File: src/rtl/csa_accumulator.sv
// Carry-save multi-operand accumulator.
// Operands arrive over a valid/ready handshake and are folded into a redundant
// sum/carry pair (one full-adder level per operand). On the operand flagged
// last, the pair is resolved to binary by iterative carry propagation and the
// result is offered on a valid/ready output port.
// Build option: define CSA_ACC_SAT_EN to saturate out_sum to all ones when the
// group overflowed; otherwise out_sum wraps modulo 2^ACC_W.
module csa_accumulator #(
    parameter int unsigned DATA_W = 4,
    parameter int unsigned ACC_W  = 8   // must be >= DATA_W
) (
    input  logic              clk,
    input  logic              rst_n,
    input  logic              in_valid,
    output logic              in_ready,
    input  logic [DATA_W-1:0] in_data,
    input  logic              in_last,
    output logic              out_valid,
    input  logic              out_ready,
    output logic [ACC_W-1:0]  out_sum,
    output logic              out_ovf
);

    typedef enum logic [1:0] {
        StAccum   = 2'd0,
        StResolve = 2'd1,
        StDone    = 2'd2
    } state_e;

    state_e             state_q, state_d;
    logic [ACC_W-1:0]   s_q, s_d;
    logic [ACC_W-1:0]   c_q, c_d;
    logic               ovf_q, ovf_d;

    logic [ACC_W-1:0]   x;
    logic [ACC_W-1:0]   maj;
    logic [ACC_W-1:0]   sc;

    // Operand widening and the two carry terms used by ACCUM and RESOLVE.
    always_comb begin
        x   = ACC_W'(in_data);
        maj = (s_q & c_q) | (s_q & x) | (c_q & x);
        sc  = s_q & c_q;
    end

    // Next-state, datapath update and handshake outputs.
    always_comb begin
        state_d   = state_q;
        s_d       = s_q;
        c_d       = c_q;
        ovf_d     = ovf_q;
        in_ready  = 1'b0;
        out_valid = 1'b0;

        case (state_q)
            StAccum: begin
                in_ready = 1'b1;
                if (in_valid) begin
                    s_d   = s_q ^ c_q ^ x;
                    c_d   = maj << 1;
                    // A majority bit at the MSB would carry out of the accumulator.
                    ovf_d = ovf_q | maj[ACC_W-1];
                    if (in_last) begin
                        state_d = StResolve;
                    end
                end
            end

            StResolve: begin
                if (c_q == '0) begin
                    state_d = StDone;
                end else begin
                    s_d   = s_q ^ c_q;
                    c_d   = sc << 1;
                    ovf_d = ovf_q | sc[ACC_W-1];
                end
            end

            StDone: begin
                out_valid = 1'b1;
                if (out_ready) begin
                    s_d     = '0;
                    c_d     = '0;
                    ovf_d   = 1'b0;
                    state_d = StAccum;
                end
            end

            default: begin
                state_d = StAccum;
                s_d     = '0;
                c_d     = '0;
                ovf_d   = 1'b0;
            end
        endcase
    end

    // Result presentation; zero outside DONE so idle outputs match reset values.
    always_comb begin
        out_sum = '0;
        out_ovf = 1'b0;
        if (state_q == StDone) begin
            out_ovf = ovf_q;
`ifdef CSA_ACC_SAT_EN
            out_sum = ovf_q ? {ACC_W{1'b1}} : s_q;
`else
            out_sum = s_q;
`endif
        end
    end

    // State and accumulator registers.
    always_ff @(posedge clk or negedge rst_n) begin
        if (!rst_n) begin
            state_q <= StAccum;
            s_q     <= '0;
            c_q     <= '0;
            ovf_q   <= 1'b0;
        end else begin
            state_q <= state_d;
            s_q     <= s_d;
            c_q     <= c_d;
            ovf_q   <= ovf_d;
        end
    end

endmodule

File: config.mk
export PLATFORM = sky130hd
export DESIGN_NAME = csa_accumulator
export DESIGN_NICKNAME = d
export VERILOG_FILES = /design/src/rtl/csa_accumulator.sv
export SDC_FILE = /design/constraint.sdc
export NUM_CORES = 1
export LEC_CHECK = 0
export ABC_AREA = 0
export CAP_MARGIN = 15
export CORE_ASPECT_RATIO = 1.4
export CORE_MARGIN = 4
export CORE_UTILIZATION = 25
export CTS_BUF_LIST = sky130_fd_sc_hd__clkbuf_4
export CTS_CLUSTER_DIAMETER = 50
export DETAILED_ROUTE_END_ITERATION = 16
export GPL_ROUTABILITY_DRIVEN = 0
export PLACE_DENSITY_LB_ADDON = 0.2
export SLEW_MARGIN = 20
export SYNTH_ARGS = -nofsm -noshare
export SYNTH_HDL_FRONTEND = slang
export SYNTH_SLANG_ARGS = --single-unit
File: constraint.sdc
create_clock -name clk -period 2.13 [get_ports clk]
set_input_delay 0.3195 -clock clk [delete_from_list [all_inputs] [get_ports clk]]
set_output_delay 0.3195 -clock clk [all_outputs]
set_load 0.01 [all_outputs]
Word-level counts from Yosys, hierarchy flattened. Index checks and enable logic that the tools add are counted.

Muxes and demuxes: 20. Eq/ne operators: 7. Bitwise operators: 9. Reduce and logical (&&, ||, !) cells: 4.

Operators with widths (count): $mux W8 (6); $pmux W8 S3 (2); $and A8 B4 Y8 (2); $or A8 B8 Y8 (2); $ne A2 B2 Y1 const B (5); $and A8 B8 Y8 (1); $logic_not A8 Y1 (1); $mux W2 (4); $xor A8 B4 Y8 (1); $xor A8 B8 Y8 (1); $mux W1 (6); $pmux W2 S3 (1); $reduce_and A4 Y1 (1); $pmux W1 S3 (1); $reduce_and A3 Y1 (1); $eq A2 B1 Y1 const B (1); $eq A2 B2 Y1 const B (1); $logic_not A2 Y1 (1); $or A1 B1 Y1 (2).

Output and inout port bits: 11. Logic and storage cells: 44. Register bits after elaboration: 19.

Longest topological paths before layout.
Word-level depth: 6. Depth in mapped cells: 5. Mapped depth without buffers: 4.

Least setup slack after synthesis. Ideal clock, no wire load.

Kind: register -> output. Start: register state_q[1]. End: output out_ovf. Stages on the path, launching flop included: 5. Setup slack: 0.517 ns. Arrival time: 1.294 ns. Data required time: 1.811 ns. Cells stage by stage: dfrtp_1 -> clkbuf_1 -> nor2b_1 -> clkbuf_1 -> and2_1.

Cells in the longest elaborated chain, start to end: 2.

Ends and longest elaborated chain: start: declaration (line 30) `state_e state_q, state_d;`; start signal: assignment (line 115) `state_q <= StAccum;`; start signal: assignment (line 120) `state_q <= state_d;`; $eq A2 B2 Y1 (line 102) `if (state_q == StDone) begin`; $mux W1 (line 102); end: declaration (line 21) `output logic out_ovf`.

No other way between the ends.

Final worst setup path.
Start: register state_q[0]. End: output out_sum[3].

Cells in the longest elaborated chain, start to end: 2.

Ends and longest elaborated chain: $eq A2 B2 Y1 (line 102); $mux W8 (line 102); end: declaration (line 20) `output logic [ACC_W-1:0] out_sum,`.

No other way between the ends.

==> results by group <==
Logic synthesis
  – Post-synthesis sequential area ratio: 41.2%
  – Post-synth EDFFs: 0
  – Post-synthesis cell count: 95
  – Primary FF master, synth: dfrtp_1
  – FF+latch count, synth: 18
  – Async set or reset register ratio after synthesis: 100%
  – Top cells by count, synth: dfrtp_1 (18), a22o_1 (13), and2_1 (9)
  – Top-count cell post-synth: dfrtp_1
  – Syn Area/Cell: 11.5 um^2
  – Yosys top cell area share: 41.2%
  – Post-synthesis cell type count: 29
  – Synthesized area: 1090 um^2
  – Area leader, netlist: dfrtp_1
  – Synth warn: 0
  – Top cells by area, synth: dfrtp_1 (41%), a22o_1 (10%), ha_1 (9.2%)
  – Syn nets: 115

Clock tree
  – Num CTS Buffers: 3
  – Hold_buf cts: 0
  – CTS tree: built
  – Clk slew on worst S/H paths: 110 ps
  – Worst-case clock buffer depth: 2
  – Root buffer cell: clkbuf_4
  – CTS sink cnt: 18
  – Clk_lat worst skew: 290 ps
  – H-tree Lvls: 1

Cells and area
  – Layout cells sized above 1: 16.5%
  – Area Growth Syn to Fin: 30.1%
  – Finished Cell Area: 1420 um^2
  – Antenna cell count: 0
  – Finished Core Util: 33.6%
  – NumNets Final: 142

Timing
  – Slew @ Worst Pin: 440 ps
  – Fin crit share: 94.2%
  – RSZ-0062 raised after global routing: no
  – Final min period: 2010 ps
  – Fin. Hold Viols: 0
  – Fmax: 0.498 GHz
  – Final Setup Violations: 0
  – Slew headroom: 70.7%
  – Final setup TNS: 0 ps
  – Fin Hold WS: 350 ps
  – Slew Limit Fails: 0
  – Final setup skew: 3.02 ps

Setup path
  – Crit Path Class: register to primary output
  – CP Capture Type: primary output
  – Critical Path Fanout Max: 6
  – Arrival @ worst endpoint: 1690 ps
  – R2r setup slk: 290 ps
  – CP required: 1810 ps
  – CP Launch Type: register

Die
  – Die Wd: 63.9 um
  – Core ar.: 4240 um^2
  – DIE AREA: 5510 um^2
  – Top Ports: 20
  – # rows: 28
  – Die Height: 86.3 um
  – Initial core utilization: 25.8%

Drt
  – TritonRoute pass-1 iters: 4
  – Met2 WL post-DR: 1280 um
  – DR WL met3: 84 um
  – Routed via count: 822
  – Post-Route M1 WL: 1090 um
  – DR vias/cell: 4.54
  – Routed len/inst: 13.8 um
  – Highest Signal Layer: met4
  – Detailed-route DRC error count: 0
  – Final ANT Viol Nets: 0
  – Detailed Route WL: 2490 um
  – Initial DRC Count: 25

Worst hold path
  – Worst min path class: input pin to asynchronous set/reset pin

GRT
  – Total GRT Usage: 9.83%
  – Largest net degree at the start of global routing: 19
  – Gr ovfl total: 0
  – Initial antenna violation count: 0
  – First-pass GRT wire length: 4170 um
  – Number of global-route vias before repair: 855

Placed design
  – Post-place instance area: 1390 um^2
  – Post-detail-place hpwl: 1890 um
  – I/O Buffers: 19

Power
  – Total power: 1.59 mW
  – Worst VDD drop: 0.000252 V
  – Leak: 0.660 nW
  – Power Density: 1120 nW/um^2

Run
  – Max-cap violation count: 0

Outcome
  – Status: completed
## cells in the final DEF (no fill, tap or decap)
cell type	instances
mux2i_1	3
clkdlybuf4s50_1	19
a22o_1	13
a21o_1	1
buf_4	8
inv_1	7
clkinv_1	1
nor4_1	1
a211oi_1	2
nand2_1	3
nor2b_2	1
o21ai_0	2
a31oi_1	1
o32ai_4	1
mux2_2	5
nor2_1	3
and2_1	9
nor4b_1	1
dfrtp_1	18
o31ai_1	1
nand2b_1	1
ha_1	8
nor3_1	1
or4_4	1
clkbuf_4	3
nand3b_1	1
fa_1	3
or4b_4	1
and3b_1	1
a21oi_1	1
## final timing paths
kind / startpoint / cells past startpoint / end
worst min register to register: ovf_q / 2 / ovf_q
min in group clk: ovf_q / 2 / ovf_q
worst max register to register: state_q[0] / 4 / s_q[2]
worst min-delay path: rst_n / 2 / s_q[2]
max in group asynchronous: rst_n / 2 / c_q[4]
worst max-delay path: state_q[0] / 4 / out_sum[3]
## worst max-delay path, cell delays in order (launching register included)
cell             delay [ps]
dfrtp_1                 420
nor2b_2                 140
buf_4                   170
and2_1                  130
clkdlybuf4s50_1         530
## state kept, by name, summed over array words and instances (netlist names)
register  cells
c_q           7
state_q       2
s_q           8
ovf_q         1
## layer usage
metal / track usage [%] / vias up
li1: - / 396
met2: 16.7 / 18
met3: 1.69 / 2
met5: 0 / -
met4: 4.72 / 0
met1: 11.9 / 406
## final cells by class
cell class | count | area, um^2
clock buffer | 3 | 22.5
clock inverter | 1 | 3.75
fill | 442 | 2820
inverter | 7 | 26.3
multi-input combinational | 65 | 594
sequential | 18 | 450
tap | 60 | 75.1
timing repair buffer | 27 | 250
## power by group
group / leakage, nW / internal (mW) / total [mW] / switching (mW)
sequential: 0.242 / 0.434 / 0.537 / 0.102
clock: 0.0154 / 0.0681 / 0.179 / 0.111
combinational: 0.402 / 0.451 / 0.874 / 0.422
## cells by family (layout without fill, tap and decap cells)
family                     count (synthesis)  in the layout  synth area share (%)
DFF                                       18             18                  41.2
and+or+nand+nor                           24             24                  14.0
adders and majority gates                 11             11                  14.6
AOI/OAI and AO/OA                         22             22                  17.6
muxes                                      8              8                  7.89
buffers and inverters                     12             38                  4.69
## repair_timing
item                                    CTS  global route
endpoints found under the setup margin    0             4
resized for setup                         0             1
buffers inserted                          0             0
endpoints found under the hold margin     0             0
## stage by stage
step                      instances  setup WS, ps
after detailed placement        177           277
after floorplan                  95           517
after CTS                       181          52.7
after global routing            181          35.4
after global placement          177           337
final                           181           124
(Power assumes the default switching activity.)
==> edit 1, RTL diff (config.mk and constraints unchanged) <==
Set the parameter `DATA_W` to 6 (it was 4).
--- a/src/rtl/csa_accumulator.sv
+++ b/src/rtl/csa_accumulator.sv
@@ -8,3 +8,3 @@
 module csa_accumulator #(
-    parameter int unsigned DATA_W = 4,
+    parameter int unsigned DATA_W = 6,
     parameter int unsigned ACC_W  = 8   // must be >= DATA_W
Interface: changed (resized in_data); port bits go from 20 to 22. The function was not compared with the original's and may differ.
==> edit 1 against the original RTL <==
- non-clock buffer count is 3 higher
- total power is 42% higher
- largest power group unchanged
- wire length increased by 44%
- global-route usage increased by 1.7 points
- critical path depth unchanged
- synthesized area up 24%
- synthesized cell count increased by 36%
- worst setup slack better by 6.3 ps
- cell area up 19%
- via count up 35%
- sequential cell count did not move
- fmax increased by 0.31%
- critical endpoint unchanged
- critical path type unchanged
- clock skew rose by 2.7 ps
==> edit 1: results (changes against the original RTL) <==
vias in the first global route - 1216 (+42%)
fill count - 570 (+29%)
post-CTS setup repair buffer count - 0 (unchanged)
ys async rst share - 1.00 (unchanged)
GR Util All Layers - 0.116 (+0.0173)
Reg2Reg Depth - 5 (+1)
Crit Path Max Fanout - 6 (unchanged)
Post-DP Area - 1660 um^2 (+19%)
layout cell share with drive strength beyond 1 - 0.176 (+0.0112)
CTS clk-pin slew, worst paths - 120 ps
path type of the worst min-delay path - in2async
Max H-tree Level - 1 (unchanged)
CTS Buffer Depth - 2 (unchanged)
post-DP HPWL - 2580 um (+37%)
biggest regs - s_q (8), c_q (7), state_q (2)
clk_lat worst skew - 310 ps (+20 ps)
first-pass GRT wire length - 5990 um (+44%)
largest net degree at the start of global routing - 25 (+6)
routed wire length per instance - 16.4 um (+19%)
Post-CTS Resized - 0 (unchanged)
Leak - 0.700 nW (+6.1%)
initial antenna violation count - 0 (unchanged)
drt initial violations - 43 (+72%)
Worst-Margin Slew - 355 ps (-84.8 ps)
top cells by count, synth - dfrtp_1 (18), nand3_1 (13), and2_1 (9)
dpl ws - 349 ps (+71.7 ps)
cell chosen for the clock root - clkbuf_4
Netlist cell types - 30 (+3.4%)
PortBufs - 21 (+2)
DRT Pass-1 Iters - 4 (unchanged)
Synth warnings - 0 (unchanged)
Max VDD drop - 0.000333 V (+32%)
syn_nets - 153 (+33%)
top post-synthesis cells by area - dfrtp_1 (33%), o311ai_2 (8.4%), fa_1 (7.4%)
Clock Skews - 5.68 ps (+2.66 ps)
vias post-DR - 1107 (+35%)
outcome - finished, final reports clean
CTS Buf Count - 3 (unchanged)
sequential area share after synthesis - 0.332 (-0.0795)
number of diodes - 0 (unchanged)
# nets final - 178 (+25%)
[edit 1: changes by cell type in the layout (fill, tap and decap cells not counted), moves of 3 or more]
cell      unedited run  this run
mux2_2               5         1
nand4b_1             0         7
a22o_1              13         0
o31ai_1              1         5
nand3_1              0        13
o311ai_2             0         7
mux2i_1              3         8
a21oi_1              1         4
nand2_1              3         6
[edit 1: path summary, 6_finish.rpt]
path | start | end | slack, ps
max in group asynchronous | rst_n | s_q[6]$_DFFE_PN0P_ | 1590
min in group clk | ovf_q$_DFFE_PN0P_ | ovf_q$_DFFE_PN0P_ | 540
hold / removal | rst_n | s_q[1]$_DFFE_PN0P_ | 330
hold reg to reg | ovf_q$_DFFE_PN0P_ | ovf_q$_DFFE_PN0P_ | 540
setup reg to reg | state_q[0]$_DFFE_PN0P_ | s_q[4]$_DFFE_PN0P_ | 470
setup / recovery | state_q[0]$_DFFE_PN0P_ | out_sum[3] | 130
[edit 1: cell type report]
class | count | area, um^2 | area share
Timing Repair Buffer | 30 | 278 | 0.164
Multi-Input combinational cell | 94 | 830 | 0.490
Tap cell | 66 | 82.6 | 0.0488
Clock buffer | 3 | 22.5 | 0.0133
Inverter | 7 | 26.3 | 0.0155
Clock inverter | 1 | 3.75 | 0.00222
Sequential cell | 18 | 450 | 0.266
[edit 1: critical path, cell delays in order (launching register included)]
cell and delay (ps):
dfrtp_1 410, nor2b_2 130, buf_4 160, and2_1 140
clkdlybuf4s50_1 530
[edit 1: per-stage QoR]
stage,util,cells
finish,0.326,219
global route,0.326,219
CTS,0.325,219
detailed placement,0.320,215
global placement,0.320,215
floorplan,-,129
[edit 1: power breakdown]
part           switching, mW  total [mW]  internal (mW)
Clock                  0.126       0.194         0.0686
Combinational          0.790        1.43          0.644
Sequential             0.161       0.636          0.475
Total                   1.08        2.26           1.19
[edit 1: per-layer routing]
layer  up-vias  wire (um)  global-route usage
li1        519          -                   -
met2        20       1870               0.202
met4         0        110              0.0735
met5         -          0                   0
met3         9         83              0.0127
met1       559       1530               0.133
[edit 1: cell families after synthesis]
logic type               after synthesis  share of synthesized area
flip-flops                            18                      0.332
AND/OR/NAND/NOR                       44                      0.195
multiplexers                          10                     0.0776
adder cells (fa/ha/maj)               13                      0.148
buffers and inverters                 17                     0.0572
AO/OA/AOI/OAI                         27                      0.190
==> edit 2, RTL diff (config.mk and constraints unchanged) <==
Made on the original files. Re-encode `state_e` (3 states) as one-hot, 3 bits wide.
--- a/src/rtl/csa_accumulator.sv
+++ b/src/rtl/csa_accumulator.sv
@@ -23,6 +23,6 @@
 
-    typedef enum logic [1:0] {
-        StAccum   = 2'd0,
-        StResolve = 2'd1,
-        StDone    = 2'd2
+    typedef enum logic [2:0] {
+        StAccum   = 3'b001,
+        StResolve = 3'b010,
+        StDone    = 3'b100
     } state_e;
Formal check against the unedited RTL: no difference found for any inputs over 4 cycles, from zero or initial values and one cycle with rst_n low; so few cycles prove little.
==> edit 2 against the original RTL <==
- wire length increased by 7.9%
- total power shrank 8.4%
- largest power group unchanged
- critical endpoint is now out_valid
- cell area rose by 7.9%
- synthesized cell count grew 6.3%
- sequential cell count rose by 1
- highest routed layer unchanged
- synthesized area grew 2.5%
- worst setup slack got worse by 41 ps
- fmax fell by 2.0%
==> edit 2: results (changes against the original RTL) <==
GR Layer Usage met3 - 0.0233 (+0.00639)
layout cell share with drive strength beyond 1 - 0.221 (+0.0553)
Avg Inst Size Synth - 11.1 um^2 (-3.6%)
Crit Path Max Fanout - 4 (-2)
largest net degree at the start of global routing - 13 (-6)
Slew headroom - 0.657 (-0.0501)
first-pass GRT wire length - 4600 um (+10%)
vias in the first global route - 973 (+14%)
Clock Sinks - 19 (+1)
Leak - 0.828 nW (+25%)
Clock Network Area Fraction - 0.0196 (+0.00109)
area share of buffers outside the clock network - 0.216 (+0.0401)
Clock Skews - 7.72 ps (+4.70 ps)
Netlist cell types - 30 (+3.4%)
Post-Synthesis Cells - 101 (+6.3%)
routed wire length - 2690 um (+7.9%)
CLK BUF - 4 (+1)
Seq group - 0.552 mW (+3%)
outcome - finished, final reports clean
#MultiIn Comb - 75 (+15%)
# nets final - 157 (+11%)
pwr dens - 948 nW/um^2 (-15%)
drt initial violations - 27 (+8.0%)
GRT met2 Usage - 0.183 (+0.0158)
top post-synthesis cells by area - dfrtp_1 (40%), a22o_1 (10%), ha_1 (8.9%)
## edit 2: cells by family after synthesis
logic type / count (synthesis) / share of synthesized area
multiplexers: 3 / 0.0301
buffers and inverters: 7 / 0.0335
AO/OA/AOI/OAI: 28 / 0.193
adder cells (fa/ha/maj): 11 / 0.143
flip-flops: 19 / 0.425
AND/OR/NAND/NOR: 33 / 0.175
## edit 2: final timing paths
check,from,end,slack [ps],cells after the start
max in group asynchronous,rst_n,state_q[1]$_DFFE_PN0P_,1250,2
setup / recovery,state_q[1]$_DFFE_PN0P_,out_valid,80,4
hold reg to reg,ovf_q$_DFFE_PN0P_,ovf_q$_DFFE_PN0P_,530,2
setup reg to reg,state_q[0]$_DFFE_PN1P_,s_q[1]$_DFFE_PN0P_,230,5
hold / removal,rst_n,ovf_q$_DFFE_PN0P_,350,1
min in group clk,ovf_q$_DFFE_PN0P_,ovf_q$_DFFE_PN0P_,530,2
